File: src/rtl/risc_pipeline_core.sv
// 5-stage RISC core (IF/ID/EX/MEM/WB) with a 16x32 register file. There is no forwarding and no interlock.
// An instruction fetched at edge N writes back at edge N+4. A taken branch resolves in MEM and squashes the three younger slots.
module risc_pipeline_core #(
   parameter logic [31:0] RESET_PC = 32'h0000_0000
) (
   input  logic        clk,
   input  logic        NReset,
   output logic [31:0] PCinIF,
   input  logic [31:0] InstruccionIn,
   output logic [31:0] alu_outMEM,
   output logic        MemWriteInMEM,
   output logic [31:0] WriteDataInMEM,
   input  logic [31:0] datoMemOut,
   output logic [31:0] PCoutMEM,
   output logic        PCsrc,
   output logic [31:0] result,
   output logic [3:0]  destinoWrWB,
   output logic        escribir
);
   localparam logic [3:0] OP_NOP  = 4'h0;
   localparam logic [3:0] OP_ADD  = 4'h1;
   localparam logic [3:0] OP_SUB  = 4'h2;
   localparam logic [3:0] OP_AND  = 4'h3;
   localparam logic [3:0] OP_OR   = 4'h4;
   localparam logic [3:0] OP_XOR  = 4'h5;
   localparam logic [3:0] OP_ADDI = 4'h6;
   localparam logic [3:0] OP_LW   = 4'h7;
   localparam logic [3:0] OP_SW   = 4'h8;
   localparam logic [3:0] OP_BEQ  = 4'h9;
   localparam logic [3:0] OP_JMP  = 4'hA;

   typedef struct packed {
      logic [31:0] instr;
      logic [31:0] pc;
   } ifId_t;

   typedef struct packed {
      logic [3:0]  op;
      logic [3:0]  rd;
      logic [31:0] rs1Val;
      logic [31:0] rs2Val;
      logic [31:0] imm;
      logic [31:0] pc;
   } idEx_t;

   typedef struct packed {
      logic [3:0]  op;
      logic [3:0]  rd;
      logic [31:0] aluOut;
      logic [31:0] rs2Val;
      logic [31:0] target;
      logic        equal;
   } exMem_t;

   typedef struct packed {
      logic [3:0]  op;
      logic [3:0]  rd;
      logic [31:0] aluOut;
      logic [31:0] memData;
   } memWb_t;

   logic [31:0] pc;
   ifId_t       ifId;
   idEx_t       idEx;
   exMem_t      exMem;
   memWb_t      memWb;
   logic [31:0] regFile [16];

   logic [3:0]  idRs1;
   logic [3:0]  idRs2;
   logic [31:0] idRs1Val;
   logic [31:0] idRs2Val;
   logic [31:0] exAlu;
   logic [31:0] exTarget;
   logic        exEqual;

   assign PCinIF = NReset ? RESET_PC : pc;

   // Register read with write-through from WB; R0 is hardwired to zero even when WB targets it
   assign idRs1 = ifId.instr[23:20];
   assign idRs2 = ifId.instr[19:16];

   always_comb begin
      idRs1Val = regFile[idRs1];
      idRs2Val = regFile[idRs2];
      if (escribir && destinoWrWB == idRs1) idRs1Val = result;
      if (escribir && destinoWrWB == idRs2) idRs2Val = result;
      if (idRs1 == 4'd0) idRs1Val = '0;
      if (idRs2 == 4'd0) idRs2Val = '0;
   end

   always_comb begin
      exAlu = '0;
      case (idEx.op)
         OP_ADD:               exAlu = idEx.rs1Val + idEx.rs2Val;
         OP_SUB:               exAlu = idEx.rs1Val - idEx.rs2Val;
         OP_AND:               exAlu = idEx.rs1Val & idEx.rs2Val;
         OP_OR:                exAlu = idEx.rs1Val | idEx.rs2Val;
         OP_XOR:               exAlu = idEx.rs1Val ^ idEx.rs2Val;
         OP_ADDI, OP_LW, OP_SW: exAlu = idEx.rs1Val + idEx.imm;
         default:              exAlu = '0;
      endcase
   end

   assign exTarget = idEx.pc + 32'd4 + {idEx.imm[29:0], 2'b00};
   assign exEqual  = (idEx.rs1Val == idEx.rs2Val);

   assign alu_outMEM     = exMem.aluOut;
   assign WriteDataInMEM = exMem.rs2Val;
   assign PCoutMEM       = exMem.target;
   // A store sitting in MEM while reset is held must never reach memory
   assign MemWriteInMEM  = !NReset && (exMem.op == OP_SW);
   assign PCsrc          = ((exMem.op == OP_BEQ) && exMem.equal) || (exMem.op == OP_JMP);

   assign result      = (memWb.op == OP_LW) ? memWb.memData : memWb.aluOut;
   assign destinoWrWB = memWb.rd;
   assign escribir    = (memWb.op != OP_NOP) && !memWb.op[3];

   always_ff @(posedge clk) begin
      if (NReset) begin
         pc    <= RESET_PC;
         ifId  <= '0;
         idEx  <= '0;
         exMem <= '0;
         memWb <= '0;
      end else begin
         pc            <= PCsrc ? PCoutMEM : pc + 32'd4;
         memWb.op      <= exMem.op;
         memWb.rd      <= exMem.rd;
         memWb.aluOut  <= exMem.aluOut;
         memWb.memData <= datoMemOut;
         if (PCsrc) begin
            ifId  <= '0;
            idEx  <= '0;
            exMem <= '0;
         end else begin
            ifId.instr   <= InstruccionIn;
            ifId.pc      <= pc;
            idEx.op      <= ifId.instr[31:28];
            idEx.rd      <= ifId.instr[27:24];
            idEx.rs1Val  <= idRs1Val;
            idEx.rs2Val  <= idRs2Val;
            idEx.imm     <= {{16{ifId.instr[15]}}, ifId.instr[15:0]};
            idEx.pc      <= ifId.pc;
            exMem.op     <= idEx.op;
            exMem.rd     <= idEx.rd;
            exMem.aluOut <= exAlu;
            exMem.rs2Val <= idEx.rs2Val;
            exMem.target <= exTarget;
            exMem.equal  <= exEqual;
         end
      end
   end

   always_ff @(posedge clk) begin
      if (NReset) begin
         for (int i = 0; i < 16; i++) regFile[i] <= '0;
      end else if (escribir && destinoWrWB != 4'd0) begin
         regFile[destinoWrWB] <= result;
      end
   end
endmodule

File: config.mk
export PLATFORM = sky130hd
export DESIGN_NAME = risc_pipeline_core
export DESIGN_NICKNAME = d
export VERILOG_FILES = /design/src/rtl/risc_pipeline_core.sv
export SDC_FILE = /design/constraint.sdc
export NUM_CORES = 2
export LEC_CHECK = 0
export ABC_AREA = 1
export CELL_PAD_IN_SITES_DETAIL_PLACEMENT = 0
export CELL_PAD_IN_SITES_GLOBAL_PLACEMENT = 1
export CORE_MARGIN = 3
export CORE_UTILIZATION = 30
export CTS_BUF_LIST = sky130_fd_sc_hd__clkbuf_4
export CTS_CLUSTER_SIZE = 24
export DETAILED_ROUTE_END_ITERATION = 10
export PLACE_DENSITY_LB_ADDON = 0.1
export SETUP_SLACK_MARGIN = 0.2
export SLEW_MARGIN = 20
export SYNTH_ARGS = -nofsm -noshare
export SYNTH_HDL_FRONTEND = slang
export SYNTH_SLANG_ARGS = --single-unit
File: constraint.sdc
create_clock -name clk -period 2.9 [get_ports clk]
set_clock_uncertainty 0.1 [all_clocks]
set_input_delay 0.435 -clock clk [delete_from_list [all_inputs] [get_ports clk]]
set_output_delay 0.435 -clock clk [all_outputs]
set_load 0.005 [all_outputs]
==> results.sh <==
export IMPL_status="complete, but fails checks"
export IMPL_violations="setup timing"
export IMPL_start_kind="register"
export IMPL_final_area_mm2=0.0645
export IMPL_synth_ff_type="edfxtp_1"
export IMPL_reg2reg_depth=21
export IMPL_io_buffer_count=232
export IMPL_clock_latency_ns=1.31
export IMPL_core_area_mm2=0.162
export IMPL_vias=47519
export IMPL_max_freq_ghz=0.280
export IMPL_pre_cts_ws_ns=-0.200
export IMPL_layout_drive_gt1_share_pct=23.5
export IMPL_drv_cap=0
export IMPL_grt_use_total_pct=27.1
export IMPL_ys_seq_elements=905
export IMPL_synth_top_area_share_pct=31.3
export IMPL_cts_clk_slew_worst_paths_ns=0.06
export IMPL_area_growth_pct=31.3
export IMPL_max_vdd_ir_drop_uv=358
export IMPL_grt_pass1_vias=45579
export IMPL_min_path_cells=4
export IMPL_antenna_found_initial=30
export IMPL_yosys_area_top_type="edfxtp_1"
export IMPL_finalHoldViolations=0
export IMPL_dieWidth_um=411
export IMPL_cts_tree="done"
export IMPL_grt_pass1_wl_mm=332
export IMPL_r2r_start="idEx[134]"
export IMPL_critPathArrivalTime_ns=3.03
export IMPL_h_tree_depth=5
export IMPL_async_reset_ff_share_pct=0
export IMPL_synth_edff_count=512
export IMPL_synthTopCellsByArea="edfxtp_1, dfxtp_1, nor2_1"
export IMPL_drv_slew=0
export IMPL_p_leak_nw=27.3
export IMPL_die_area_mm2=0.169
export IMPL_hpwl_mm=160
export IMPL_via_per_inst=5.07
export IMPL_drt_iter0_drc=4382
export IMPL_wire_per_inst_um=25.1
export IMPL_hold_path_class="input pin to register"
export IMPL_clock_root_buffer="clkbuf_4"
export IMPL_finalNetCount=7278
export IMPL_overflow=0
export IMPL_dp_cells=8667
export IMPL_yosysUniqueCellTypes=50
export IMPL_critPathKind="register to output pin"
export IMPL_reg2reg_to="alu_outMEM[16]"
export IMPL_yosysMostFrequentCell="nor2_1"
export IMPL_cts_sinks=905
export IMPL_place_gp_congestion=0.896
export IMPL_required_ns=2.37
export IMPL_grt_setup_unrepaired="true"
export IMPL_timing_slew_headroom_pct=45.5
export IMPL_die_y_um=411
export IMPL_drc=0
export IMPL_ant_nets=0
export IMPL_syn_inst=6310
export IMPL_synth_common_cells="nor2_1, inv_1, nand2_1"
export IMPL_r2r_setup_slack_ns=0.07
export IMPL_cp_end_kind="output pin"
export IMPL_worst_slack_ns=-0.668
export IMPL_post_dp_cell_area_mm2=0.0559
export IMPL_final_util_pct=39.9
export IMPL_setup_violations=33
export IMPL_min_from="datoMemOut[24]"
export IMPL_min_period_ns=3.57
export IMPL_ys_seq_area_share_pct=47.3
export IMPL_synth_cell_area_mm2=0.0491
export IMPL_drt_total_wl_mm=235
export IMPL_grt_max_degree=112
export IMPL_cts_buffers=286
export IMPL_num_rows=147
export IMPL_tightestPinTransition_ns=0.818
export IMPL_initial_core_util_pct=30.4
export IMPL_critPathMaxFanout=5
export IMPL_whs_endpoint="memWb[24]"
export IMPL_cts_max_path_buffers=4
export IMPL_io_pins=233
export IMPL_syn_area_per_cell_um2=7.78
export IMPL_min_period_over_period_pct=123
export IMPL_drtPass1Iterations=5
export IMPL_stdcell_count=9379
export IMPL_yosys_warnings=0
export IMPL_cellPowerDensity_mw_per_mm2=517
[sequential cells by signal, indices dropped and copies added, names as in the netlist]
| signal | flops |
|---|---|
| regFile | 512 |
| exMem | 9 |
| WriteDataInMEM | 32 |
| memWb | 68 |
| ifId | 56 |
| destinoWrWB | 4 |
| idRs1 | 4 |
| idRs2 | 4 |
| pc | 32 |
| alu_outMEM | 32 |
| PCoutMEM | 32 |
| idEx | 120 |
[worst max-delay path, cell delays in order, from the launching register on]
cell and delay (ns):
dfxtp_2 0.34, nor2_4 0.12, nand3_4 0.10, buf_12 0.16
buf_16 0.14, buf_8 0.12, buf_6 0.11, buf_6 0.11
o21ai_4 0.26, inv_4 0.11, buf_6 0.14
[per-stage QoR]
step | power [W] | hold WS (ns) | TNS (ns)
floorplan | 0.0174 | 0.286 | 0
finish | 0.0333 | 0.135 | -17.45
CTS | 0.0335 | 0.0182 | -21.39
global placement | 0.0200 | 0.295 | -1.27
global route | 0.0350 | 0.0643 | -22.52
detailed placement | 0.0200 | 0.297 | -1.37
[final cells by class]
class	instances	area, um^2
fillers	16697	97200
multi-input cells	4091	22900
inverters	874	3420
diodes	20	50.0
flip-flops and latches	905	23500
repair buffers	860	8450
well taps	2160	2700
clock buffers	417	3130
clock inverters	52	308
[cells by family after synthesis]
family,share of synthesized area [%]
xor+xnor,0.321
other cells,0.00763
compound gates,16.6
fa+ha+maj,4.99
flops,47.3
buf+inv,11.5
simple gates,19.3
[how the worst max path moves through the flow]
stage / from / to / slack [ns] / depth (start not counted)
finish: memWb[71] / result[13] / -0.67 / 10
global route: memWb[70] / result[13] / -0.79 / 11
global placement: idEx[134] / alu_outMEM[31] / -0.21 / 20
detailed placement: idEx[134] / alu_outMEM[31] / -0.20 / 20
CTS: memWb[71] / result[11] / -0.93 / 9
floorplan: idEx[134] / alu_outMEM[12] / 0.20 / 20
[report_power, final]
part           total (W)  internal, W  switching, W
clock             0.0128      0.00687       0.00595
combinational    0.00610      0.00217       0.00392
sequential        0.0144       0.0140      0.000401
total             0.0333       0.0231        0.0103
[routing by layer]
| metal | part of all wire [%] | routed length [um] | vias up | global-route usage [%] |
|---|---|---|---|---|
| li1 | - | - | 22211 | - |
| met1 | 45 | 107000 | 23043 | 38.4 |
| met2 | 44 | 104000 | 1874 | 42.2 |
| met3 | 7.4 | 17400 | 391 | 4.77 |
| met4 | 2.9 | 6920 | 0 | 7.90 |
| met5 | 0 | 0 | - | 0 |
[repair_timing]
item	in CTS	in global routing
cloned	8	3
resized for setup	941	316
endpoints found under the setup margin	203	178
pin swaps	119	166
hold buffers	73	0
buffers inserted	75	64
endpoints found under the hold margin	633	0
[cell usage in the layout, fill, tap and decap left out, drive strengths merged, types with 73 or more instances in the layout]
master	Yosys	final
a21oi	421	421
buf	265	584
clkbuf	207	424
dfxtp	393	393
dlygate4sd2	0	116
dlygate4sd3	0	73
edfxtp	512	512
ha	191	191
inv	874	864
nand2	843	844
nand3	272	272
nor2	1143	1143
o211ai	138	138
o21ai	761	761
(Power assumes the default switching activity.)
